--- config.mk ---
export PLATFORM = sky130hd
export DESIGN_NAME = pe_fetch_arb
export DESIGN_NICKNAME = d
export VERILOG_FILES = /design/src/rtl/pe_fetch_arb.sv
export SDC_FILE = /design/constraint.sdc
export NUM_CORES = 1
export LEC_CHECK = 0
export BUFFER_PORTS_ARGS = -buffer_cell sky130_fd_sc_hd__buf_2
export CORE_UTILIZATION = 40
export CTS_BUF_LIST = sky130_fd_sc_hd__clkbuf_4
export CTS_CLUSTER_SIZE = 40
export DETAILED_ROUTE_END_ITERATION = 7
export GPL_TIMING_DRIVEN = 1
export PLACE_DENSITY = 0.83
export SLEW_MARGIN = 20
export SYNTH_ARGS = -nofsm -noshare
export SYNTH_HDL_FRONTEND = slang
export SYNTH_SLANG_ARGS = --single-unit
--- constraint.sdc ---
create_clock -name clk_i -period 3.7 [get_ports clk_i]
set_input_delay 0.185 -clock clk_i [delete_from_list [all_inputs] [get_ports clk_i]]
set_output_delay 0.185 -clock clk_i [all_outputs]
set_load 0.005 [all_outputs]
--- src/rtl/pe_fetch_arb.sv ---
// Round-robin fetch arbiter: N_PE fetch ports share one instruction bus with a fixed
// read latency. Any PE RESET line aborts the bus and raises a fixed-length cluster reset.
//
// state | meaning
// IDLE  | no transaction; pick next requester unless cluster reset is held
// WAIT  | bus_ad_o driven, counting down BUS_LAT cycles before sampling bus data
// RESP  | pe_valid_o pulses to the owner; round-robin pointer advances
module pe_fetch_arb #(
  parameter int N_PE      = 4,
  parameter int AD_LEN    = 32,
  parameter int BUS_WIDTH = 32,
  parameter int BUS_LAT   = 2,
  parameter int RST_HOLD  = 4
) (
  input  logic                     clk_i,
  input  logic                     reset_i,
  input  logic [N_PE-1:0]          pe_req_i,
  input  logic [N_PE*AD_LEN-1:0]   pe_ad_i,
  input  logic [N_PE-1:0]          pe_reset_req_i,
  input  logic [BUS_WIDTH-1:0]     bus_data_i,
  output logic [AD_LEN-1:0]        bus_ad_o,
  output logic [N_PE-1:0]          pe_gnt_o,
  output logic [N_PE-1:0]          pe_valid_o,
  output logic [BUS_WIDTH-1:0]     pe_data_o,
  output logic                     pe_reset_o,
  output logic                     busy_o
);

  localparam int IDX_W  = (N_PE > 1) ? $clog2(N_PE) : 1;
  localparam int WAIT_W = (BUS_LAT > 1) ? $clog2(BUS_LAT) : 1;
  localparam int HOLD_W = $clog2(RST_HOLD + 1);

  typedef enum logic [1:0] {IDLE, WAIT, RESP} state_t;

  state_t             state;
  logic [IDX_W-1:0]   last;
  logic [IDX_W-1:0]   idx;
  logic [IDX_W-1:0]   sel_idx;
  logic               sel_found;
  logic [WAIT_W-1:0]  wait_cnt;
  logic [HOLD_W-1:0]  hold_cnt;
  logic               rst_trig;
  logic               rst_nxt;

  // First requester strictly after the last owner, wrapping around.
  always_comb begin
    sel_idx   = '0;
    sel_found = 1'b0;
    for (int k = 1; k <= N_PE; k++) begin
      if (!sel_found && pe_req_i[IDX_W'((int'(last) + k) % N_PE)]) begin
        sel_found = 1'b1;
        sel_idx   = IDX_W'((int'(last) + k) % N_PE);
      end
    end
  end

  assign rst_trig = |pe_reset_req_i;
  assign rst_nxt  = rst_trig | (pe_reset_o & (hold_cnt > HOLD_W'(1)));

  always_ff @(posedge clk_i) begin
    if (!reset_i) begin
      state      <= IDLE;
      last       <= IDX_W'(N_PE - 1);
      idx        <= '0;
      wait_cnt   <= '0;
      hold_cnt   <= '0;
      bus_ad_o   <= '0;
      pe_gnt_o   <= '0;
      pe_valid_o <= '0;
      pe_data_o  <= '0;
      pe_reset_o <= 1'b0;
      busy_o     <= 1'b0;
    end else if (rst_trig) begin
      state      <= IDLE;
      last       <= IDX_W'(N_PE - 1);
      wait_cnt   <= '0;
      hold_cnt   <= HOLD_W'(RST_HOLD);
      bus_ad_o   <= '0;
      pe_gnt_o   <= '0;
      pe_valid_o <= '0;
      pe_reset_o <= 1'b1;
      busy_o     <= 1'b1;
    end else begin
      pe_gnt_o   <= '0;
      pe_valid_o <= '0;
      pe_reset_o <= rst_nxt;
      busy_o     <= rst_nxt;
      if (hold_cnt != '0) hold_cnt <= hold_cnt - 1'b1;
      case (state)
        IDLE: begin
          // Requests stay masked through the last hold cycle.
          if (!pe_reset_o && sel_found) begin
            idx               <= sel_idx;
            bus_ad_o          <= pe_ad_i[sel_idx*AD_LEN +: AD_LEN];
            pe_gnt_o[sel_idx] <= 1'b1;
            wait_cnt          <= WAIT_W'(BUS_LAT - 1);
            state             <= WAIT;
            busy_o            <= 1'b1;
          end
        end
        WAIT: begin
          busy_o <= 1'b1;
          if (wait_cnt == '0) begin
            pe_data_o       <= bus_data_i;
            pe_valid_o[idx] <= 1'b1;
            state           <= RESP;
          end else begin
            wait_cnt <= wait_cnt - 1'b1;
          end
        end
        RESP: begin
          last  <= idx;
          state <= IDLE;
        end
        default: state <= IDLE;
      endcase
    end
  end

endmodule

==> results of run 1 <==
[per-layer routing]
metal | up-vias | routed length (um) | share of wire
met5 | - | 0 | 0
met4 | 0 | 348 | 0.026
met3 | 35 | 988 | 0.074
met2 | 221 | 6690 | 0.50
met1 | 2136 | 5400 | 0.40
li1 | 2244 | - | -
[registers in the layout, summed over array words and instances, names as in the netlist]
register / count
busy_o: 1
pe_valid_o: 4
bus_ad_o: 32
pe_reset_o: 1
state: 2
pe_data_o: 32
pe_gnt_o: 4
hold_cnt: 3
idx: 2
wait_cnt: 1
last: 2
[cells in the mapped netlist, types with 2 or more instances]
library cell,instances
clkbuf_2,3
nor2_1,6
a21oi_1,48
ha_1,3
buf_2,10
clkbuf_1,21
and3_1,12
a221oi_2,3
or2_0,25
nor3b_1,2
o21ai_0,42
and2_1,3
nand2_1,76
nor3_1,2
a21boi_0,8
buf_4,3
inv_1,5
o22ai_2,3
nor4_1,2
nand2b_1,5
a221oi_1,29
mux2i_1,29
o22ai_1,22
dfxtp_1,84
[worst paths after layout]
| path | cells after the start | from | slack [ps] | end |
|---|---|---|---|---|
| worst max-delay path | 7 | last[1] | 520 | bus_ad_o[9] |
| worst min-delay path | 3 | pe_ad_i[108] | 20 | bus_ad_o[12] |
| worst max register to register | 7 | last[1] | 520 | bus_ad_o[9] |
| worst min register to register | 2 | pe_data_o[31] | 460 | pe_data_o[31] |
[cell type report]
cell class | count | area (um2)
clock buffer | 9 | 67.6
clock inverter | 7 | 78.8
fill | 873 | 3840
inverter | 6 | 22.5
multi-input combinational | 342 | 2150
sequential | 84 | 1680
tap | 133 | 166
timing repair buffer | 295 | 1720
[per-stage QoR]
| step | cell area [um2] | instances | util |
|---|---|---|---|
| after floorplan | 4010 | 470 | - |
| after global placement | 5280 | 814 | 0.542 |
| after CTS | 5880 | 876 | 0.605 |
| final | 5880 | 876 | 0.605 |
| after global routing | 5880 | 876 | 0.605 |
| after detailed placement | 5280 | 814 | 0.542 |
[cells by family after synthesis]
family	after synthesis
flip-flops	84
AND/OR/NAND/NOR	141
multiplexers	29
buffers and inverters	44
XOR/XNOR	1
AO/OA/AOI/OAI	168
adder cells (fa/ha/maj)	3
[where the power goes]
group          leakage [nW]  internal (mW)  switching, mW
sequential            0.678          0.911        0.00445
combinational          1.99          0.161          0.142
clock                0.0769          0.216          0.348
[worst max-delay path, stage by stage, from the launching register on]
cell and delay, ps:
dfxtp_1 600, mux2i_1 230, a2bb2oi_1 720, and2_1 220
buf_4 400, mux2i_1 240, dlygate4sd3_1 570, o22ai_1 70
[what timing repair did]
| item | CTS | global route |
|---|---|---|
| hold endpoints to repair | 42 | 0 |
| hold buffers | 46 | 0 |
| setup endpoints to repair | 0 | 0 |
==> results by group, run 1 <==
Timing
  • Peak Freq: 0.314 GHz
  • Period minus WS final: 3180 ps
  • Slew @ Worst Pin: 1060 ps
  • Setup slack after layout: 517 ps
  • Slew Limit Fails: 0
  • Sum Neg Setup Slack: 0 ps
  • Slew headroom: 0.296
  • Hold Vio Cnt, Final: 0
  • Final period util: 0.860
  • Worst Clk Skew: 16.6 ps
  • RSZ-0062 raised after global routing: no
  • Setup violations, final: 0
  • Hold Slack: 21.1 ps

Outcome
  • Outcome: finished clean

Synthesis
  • Register area share after synthesis: 0.419
  • Yosys reg bits: 84
  • Synth Area in Simple Gates: 0.175
  • Top-area cell type share of the netlist area: 0.419
  • Post-Synthesis Cells: 470
  • Syn_nets: 643
  • Number of synthesis warnings: 0
  • Multiplexer area fraction after synthesis: 0.0724
  • Largest family of logic cells by synthesized area: compound AO/OA/AOI/OAI gates
  • Yosys top cell by area: dfxtp_1
  • Ys async rst share: 0
  • Synth Flop Type: dfxtp_1
  • Syn_area_per_cell: 8.53 um2
  • Yosys cell types: 48
  • XOR/XNOR Fraction of Synth Area: 0.00218
  • Top post-synthesis cells by area: dfxtp_1, mux2i_1, nand2_1, a221oi_1, a21oi_1
  • Cell area after synthesis: 4010 um2
  • Adder-cell area share of the yosys netlist: 0.00936
  • Synth Area in Compound Gates: 0.272
  • Number of flops mapped to enable cells by yosys: 0

Global route
  • First-pass GRT wire length: 20300 um
  • Vias in the first global route: 4520
  • Grt met1 use: 0.281
  • GRT Total Usage: 0.250
  • Met2 GRT Util: 0.440
  • Initial antenna violation count: 0
  • Largest net degree at the start of global routing: 39
  • Met3 global-route usage: 0.0677
  • Busiest grt layer: met2
  • GRT overflow: 0

Placement
  • Port Buffer Count: 243
  • GPL Wtd Cong: 0.911
  • HPWL Detailed: 8990 um
  • Dpl ws: 1070 ps

Routing
  • Detailed-route via count: 4636
  • Final wirelength: 13400 um
  • TritonRoute pass-1 iters: 5
  • First DRT Iteration DRCs: 164
  • Via/cell ratio: 5.29
  • Routed Antenna Nets: 0
  • Drt drc: 0
  • Routed WL per cell: 15.3 um

Pwr
  • VDD IR-drop max: 0.208 mV
  • Pwr Total: 1.78 mW
  • PD cells: 303 nW/um2
  • Leak: 2.74 nW

Worst setup path
  • Critical path arrival: 3530 ps
  • Worst setup EP type: flip-flop
  • CP Class: flip-flop to flip-flop
  • Crit path max fanout: 26
  • Required @ worst endpoint: 4040 ps
  • CP startpoint kind: flip-flop

Cells and area
  • Nets: 911
  • Most common cell after layout, fill and taps aside: buf_2
  • Syn-to-layout area delta: 46.7%
  • Share of layout cells above drive strength 1: 0.374
  • Most frequent cells in the layout: buf_2, dfxtp_1, nand2_1
  • # diodes: 0

CTS
  • CTS tree: yes
  • CTS clk-pin slew, worst paths: 150 ps
  • Post-CTS Setup Bufs: 0
  • Root buf cell: clkbuf_4
  • Clock latency on the worst-skew pair: 440 ps
  • H-tree Lvls: 3
  • Total clock sinks: 84
  • Cts bufs inserted: 9
  • Cts repair resizes: 0
  • Clk buf depth: 2

Floorplanning
  • Die Y: 102 um
  • Ports: 244
  • Total core area: 9730 um2
  • Chip width: 102 um
  • Initial Utilization: 0.412
  • # rows: 36
  • Die Footprint: 10400 um2

Hold path
  • Tightest Hold Check Type: input port to flip-flop

Job
  • Max-Cap Viols: 0
No activity file was read; power rests on OpenSTA's default activity.
==> run 2: changes to the inputs <==
- PLACE_DENSITY: 0.83 -> 0.71
==> run 2 against run 1 <==
Compared with the run above: highest routed layer unchanged; combinational power fell by 2%; power down 2.6%; via count decreased by 1.6%; clock power down 7.1%; non-clock buffer count fell by 6; setup slack improved by 89 ps; global-route usage is 0.56 points lower; critical endpoint is now bus_ad_o[22]; maximum frequency up 2.9%; sequential cell count unchanged; largest cell class unchanged.
==> results by group, run 2 (synthesized netlist as in run 1, its figures left out) <==
Outcome
  • Outcome: finished clean

Timing
  • Setup violations, final: 0
  • Peak Freq: 0.323 GHz
  • Hold Vio Cnt, Final: 0
  • Slew headroom: 0.305
  • Sum Neg Setup Slack: 0 ps
  • Period minus WS final: 3090 ps
  • Worst Clk Skew: 15.5 ps
  • Hold Slack: 13.0 ps
  • Final period util: 0.836
  • Slew @ Worst Pin: 1040 ps
  • Slew Limit Fails: 0
  • RSZ-0062 raised after global routing: no

Worst setup path
  • Required @ worst endpoint: 4040 ps
  • Crit path max fanout: 15
  • Critical path arrival: 3440 ps
  • Critical Path, Cell by Cell: mux2i_1 > a2bb2oi_1 > buf_4 > and2_1 > buf_4 > mux2i_1 > dlygate4sd3_1 > o22ai_1
  • CP startpoint kind: flip-flop
  • Slowest-stage cell, CP: dfxtp_1
  • Critical R2R Capture: bus_ad_o[22]
  • Worst setup EP type: flip-flop
  • Worst R2R Start: last[1]
  • R2R setup slack: 610 ps
  • CP Class: flip-flop to flip-flop
  • Cells on worst reg2reg path: 8
  • Worst path max stage delay: 610 ps

Routing
  • Final wirelength: 13000 um
  • First DRT Iteration DRCs: 200
  • Routed WL per cell: 15.0 um
  • Via/cell ratio: 5.25
  • TritonRoute pass-1 iters: 4
  • Drt drc: 0
  • Detailed-route via count: 4564
  • Routed Antenna Nets: 0

Floorplanning
  • Ports: 244
  • Initial Utilization: 0.412
  • Total core area: 9730 um2
  • Die Footprint: 10400 um2
  • # rows: 36
  • Die Y: 102 um
  • Chip width: 102 um

CTS
  • Post-CTS Setup Bufs: 0
  • CTS clk-pin slew, worst paths: 160 ps
  • Clock latency on the worst-skew pair: 440 ps
  • H-tree Lvls: 3
  • Total clock sinks: 84
  • Cts bufs inserted: 9
  • Root buf cell: clkbuf_4
  • CTS tree: yes
  • Clk buf depth: 2

Global route
  • Initial antenna violation count: 0
  • Largest net degree at the start of global routing: 41
  • GRT overflow: 0
  • First-pass GRT wire length: 20200 um
  • GRT Total Usage: 0.244
  • Vias in the first global route: 4255

Hold path
  • Hold Crit Depth: 3
  • Hold Startpoint: pe_ad_i[122]
  • Tightest Hold Check Type: input port to flip-flop
  • Hold Path End: bus_ad_o[26]

Placement
  • Port Buffer Count: 243
  • GPL Wtd Cong: 0.948
  • HPWL Detailed: 9180 um

Cells and area
  • # diodes: 0
  • Share of layout cells above drive strength 1: 0.383
  • Syn-to-layout area delta: 44.9%
  • Most frequent cells in the layout: buf_2, dfxtp_1, nand2_1
  • Most common cell after layout, fill and taps aside: buf_2
  • Nets: 905
  • Largest registers: bus_ad_o x32, pe_data_o x32

Pwr
  • VDD IR-drop max: 0.169 mV
  • Leak: 2.71 nW
  • PD cells: 299 nW/um2

Job
  • Max-Cap Viols: 0
run 2: changes by cell type in the layout (fill, tap and decap cells not counted), sizes merged:
cell	previous run	this run
bufinv	1	0
buf	249	252
clkinv	1	0
inv	10	11
clkinvlp	1	2
dlygate4sd3	46	37
run 2: power breakdown:
group          total [mW]  switching, mW  internal [mW]
combinational       0.297          0.140          0.157
sequential          0.916        0.00462          0.912
clock               0.524          0.367          0.157
total                1.74          0.511           1.23
run 2: cell type report:
class	instances	area, um2
sequential	84	1680
fill	893	3920
tap	133	166
inverter	6	22.5
clock buffer	9	67.6
clock inverter	7	66.3
multi-input combinational	342	2150
timing repair buffer	289	1650
run 2: worst max-delay path: cells and delay by family, from the launching register on:
family | cells | cell delay (ps)
multiplexers | 2 | 430
AND/OR/NAND/NOR | 1 | 610
buffers and inverters | 3 | 1100
flip-flops | 1 | 610
AO/OA/AOI/OAI | 2 | 240
run 2: through the flow:
step	total power, mW	area (um2)	util	worst slack [ps]	cells
5_1_grt	1.82	5810	0.597	405	870
2_1_floorplan	1.07	4010	-	1920	470
4_1_cts	1.75	5800	0.597	689	870
3_3_place_gp	1.19	5300	0.545	1270	817
3_5_place_dp	1.20	5300	0.545	1200	817
6_report	1.74	5810	0.597	606	870
run 2: timing repair:
item	4_1_cts	5_1_grt
resized for setup	0	0
hold buffers	37	0
endpoints found under the hold margin	35	0
run 2: per-layer routing:
metal,track usage,routed length (um),up-vias
li1,-,-,2230
met2,0.429,6510,167
met5,0,0,-
met3,0.0369,703,20
met1,0.310,5640,2147
met4,0.0692,172,0
run 2: worst max-delay path by stage:
stage                 start            to
global route        last[1]  bus_ad_o[21]
CTS                 last[1]  bus_ad_o[21]
global placement    last[1]  bus_ad_o[26]
finish              last[1]  bus_ad_o[22]
detailed placement  last[1]   bus_ad_o[0]
floorplan           last[0]   bus_ad_o[8]
==> run 3: changes to the inputs <==
- PLACE_DENSITY: 0.71 -> 0.74
- clock period: 3.7 -> 2.7 ns (I/O delays scaled with it)
==> run 3 against run 2 <==
Compared with the run above: global-route usage increased by 6.3 points; register-to-register slack got worse by 490 ps; die area unchanged; clock skew decreased by 1.0 ps; sequential cell count unchanged; first-iteration DRC count increased by 42%; via count increased by 15%; count of clock-buffer cells in the layout unchanged; final cell count increased by 10%; wire length increased by 23%; clock power increased by 29%; critical path type unchanged; highest routed layer unchanged.
==> results by group, run 3 (synthesized netlist as in run 1, its figures left out) <==
CTS
  • Clock latency on the worst-skew pair: 430 ps
  • Total clock sinks: 84
  • CTS tree: yes
  • Cts bufs inserted: 9
  • CTS clk-pin slew, worst paths: 150 ps
  • H-tree Lvls: 3
  • Root buf cell: clkbuf_4
  • Clk buf depth: 2

Cells and area
  • Fillers: 770
  • Register Area: 1690 um2
  • Largest registers: bus_ad_o x32, pe_data_o x32
  • Most common cell after layout, fill and taps aside: buf_2
  • Syn-to-layout area delta: 67.6%
  • Fin cells: 959
  • Most frequent cells in the layout: buf_2, dlygate4sd3_1, dfxtp_1
  • Fin area: 6720 um2
  • Share of layout cells above drive strength 1: 0.345
  • Nets: 994
  • Core Util, Final: 0.691
  • Multi-input logic area: 2150 um2

Worst setup path
  • R2R setup slack: 110 ps
  • CP Class: flip-flop to flip-flop
  • Worst path most repeated cell: mux2i_1
  • Worst path max stage delay: 630 ps
  • Worst R2R Start: last[1]
  • Slowest-stage cell, CP: dlygate4sd3_1
  • Crit path max fanout: 25
  • Bufs and invs on worst path: 3
  • CP top delay family: buffers and inverters
  • Critical Path, Cell by Cell: mux2i_1 > a2bb2oi_1 > buf_4 > and2_1 > buf_12 > mux2i_1 > dlygate4sd3_1 > o22ai_2
  • Critical path arrival: 2900 ps
  • Crit path launch: last[1]
  • Required @ worst endpoint: 3010 ps
  • CP startpoint kind: flip-flop
  • Worst setup EP type: flip-flop

Pwr
  • VDD IR-drop max: 0.277 mV
  • Leak: 3.11 nW
  • Pwr Total: 2.50 mW
  • PD cells: 372 nW/um2

Routing
  • Drt drc: 0
  • Final wirelength: 16100 um
  • Via/cell ratio: 5.48
  • Routed Antenna Nets: 0
  • Detailed-route via count: 5252
  • TritonRoute pass-1 iters: 5
  • First DRT Iteration DRCs: 284
  • Routed WL per cell: 16.7 um

Placement
  • Dpl cell area: 5370 um2
  • Placed Cells: 820
  • GPL Wtd Cong: 1.01
  • Port Buffer Count: 243
  • HPWL Detailed: 9370 um
  • Dpl ws: 604 ps

Hold path
  • Hold Startpoint: pe_ad_i[21]
  • Tightest Hold Check Type: input port to flip-flop

Floorplanning
  • Ports: 244
  • Total core area: 9730 um2
  • Die Footprint: 10400 um2
  • # rows: 36
  • Initial Utilization: 0.412
  • Chip width: 102 um
  • Die Y: 102 um

Timing
  • Sum Neg Setup Slack: 0 ps
  • Period minus WS final: 2590 ps
  • Peak Freq: 0.387 GHz
  • Hold Vio Cnt, Final: 0
  • Slew headroom: 0.401
  • Hold Slack: 25.1 ps
  • Final period util: 0.958
  • Slew @ Worst Pin: 898 ps
  • Worst Clk Skew: 14.4 ps
  • Setup violations, final: 0
  • RSZ-0062 raised after global routing: no
  • Setup slack after layout: 114 ps
  • Slew Limit Fails: 0

Global route
  • Initial antenna violation count: 0
  • First-pass GRT wire length: 24500 um
  • Vias in the first global route: 5208
  • GRT Total Usage: 0.307
  • GRT overflow: 0
  • Largest net degree at the start of global routing: 41

Outcome
  • Outcome: finished clean

Job
  • Max-Cap Viols: 0
[run 3: changes by cell type in the layout (fill, tap and decap cells not counted), sizes merged]
| cell | before | now |
|---|---|---|
| diode | 0 | 1 |
| dlygate4sd3 | 37 | 123 |
| inv | 11 | 8 |
| clkinv | 0 | 3 |
| buf | 252 | 255 |
| clkinvlp | 2 | 1 |
[run 3: tightest hold or removal path: cells and delay by family]
family / cells / cell delay (ps)
buffers and inverters: 1 / 80
AOI/OAI and AO/OA: 2 / 210
[run 3: power by group]
part / switching [mW] / total [mW] / internal [mW]
Sequential: 0.00669 / 1.25 / 1.25
Combinational: 0.236 / 0.569 / 0.332
Clock: 0.480 / 0.676 / 0.196
Total: 0.723 / 2.50 / 1.78
[run 3: path summary, 6_finish.rpt]
kind,cells past startpoint,end
max,8,bus_ad_o[19]
max reg2reg,8,bus_ad_o[19]
min,3,bus_ad_o[21]
min reg2reg,2,pe_data_o[15]
[run 3: metal layers]
| metal | global-route usage | up-vias | share of wire |
|---|---|---|---|
| met4 | 0.192 | 0 | 0.054 |
| met1 | 0.331 | 2420 | 0.36 |
| li1 | - | 2411 | - |
| met5 | 0 | - | 0 |
| met3 | 0.0752 | 87 | 0.080 |
| met2 | 0.539 | 334 | 0.50 |
[run 3: final cells by class]
type	instances	share of cell area
inverter	6	0.00335
clock inverter	6	0.00744
sequential	84	0.251
multi-input combinational	342	0.320
tap	133	0.0248
clock buffer	9	0.0101
antenna	1	0.000372
timing repair buffer	378	0.383
[run 3: repair_timing]
| action | 4_1_cts | 5_1_grt |
|---|---|---|
| gates resized for setup | 0 | 2 |
| hold buffers | 121 | 2 |
| setup endpoints to repair | 0 | 24 |
| setup buffers | 0 | 0 |
| endpoints found under the hold margin | 68 | 1 |
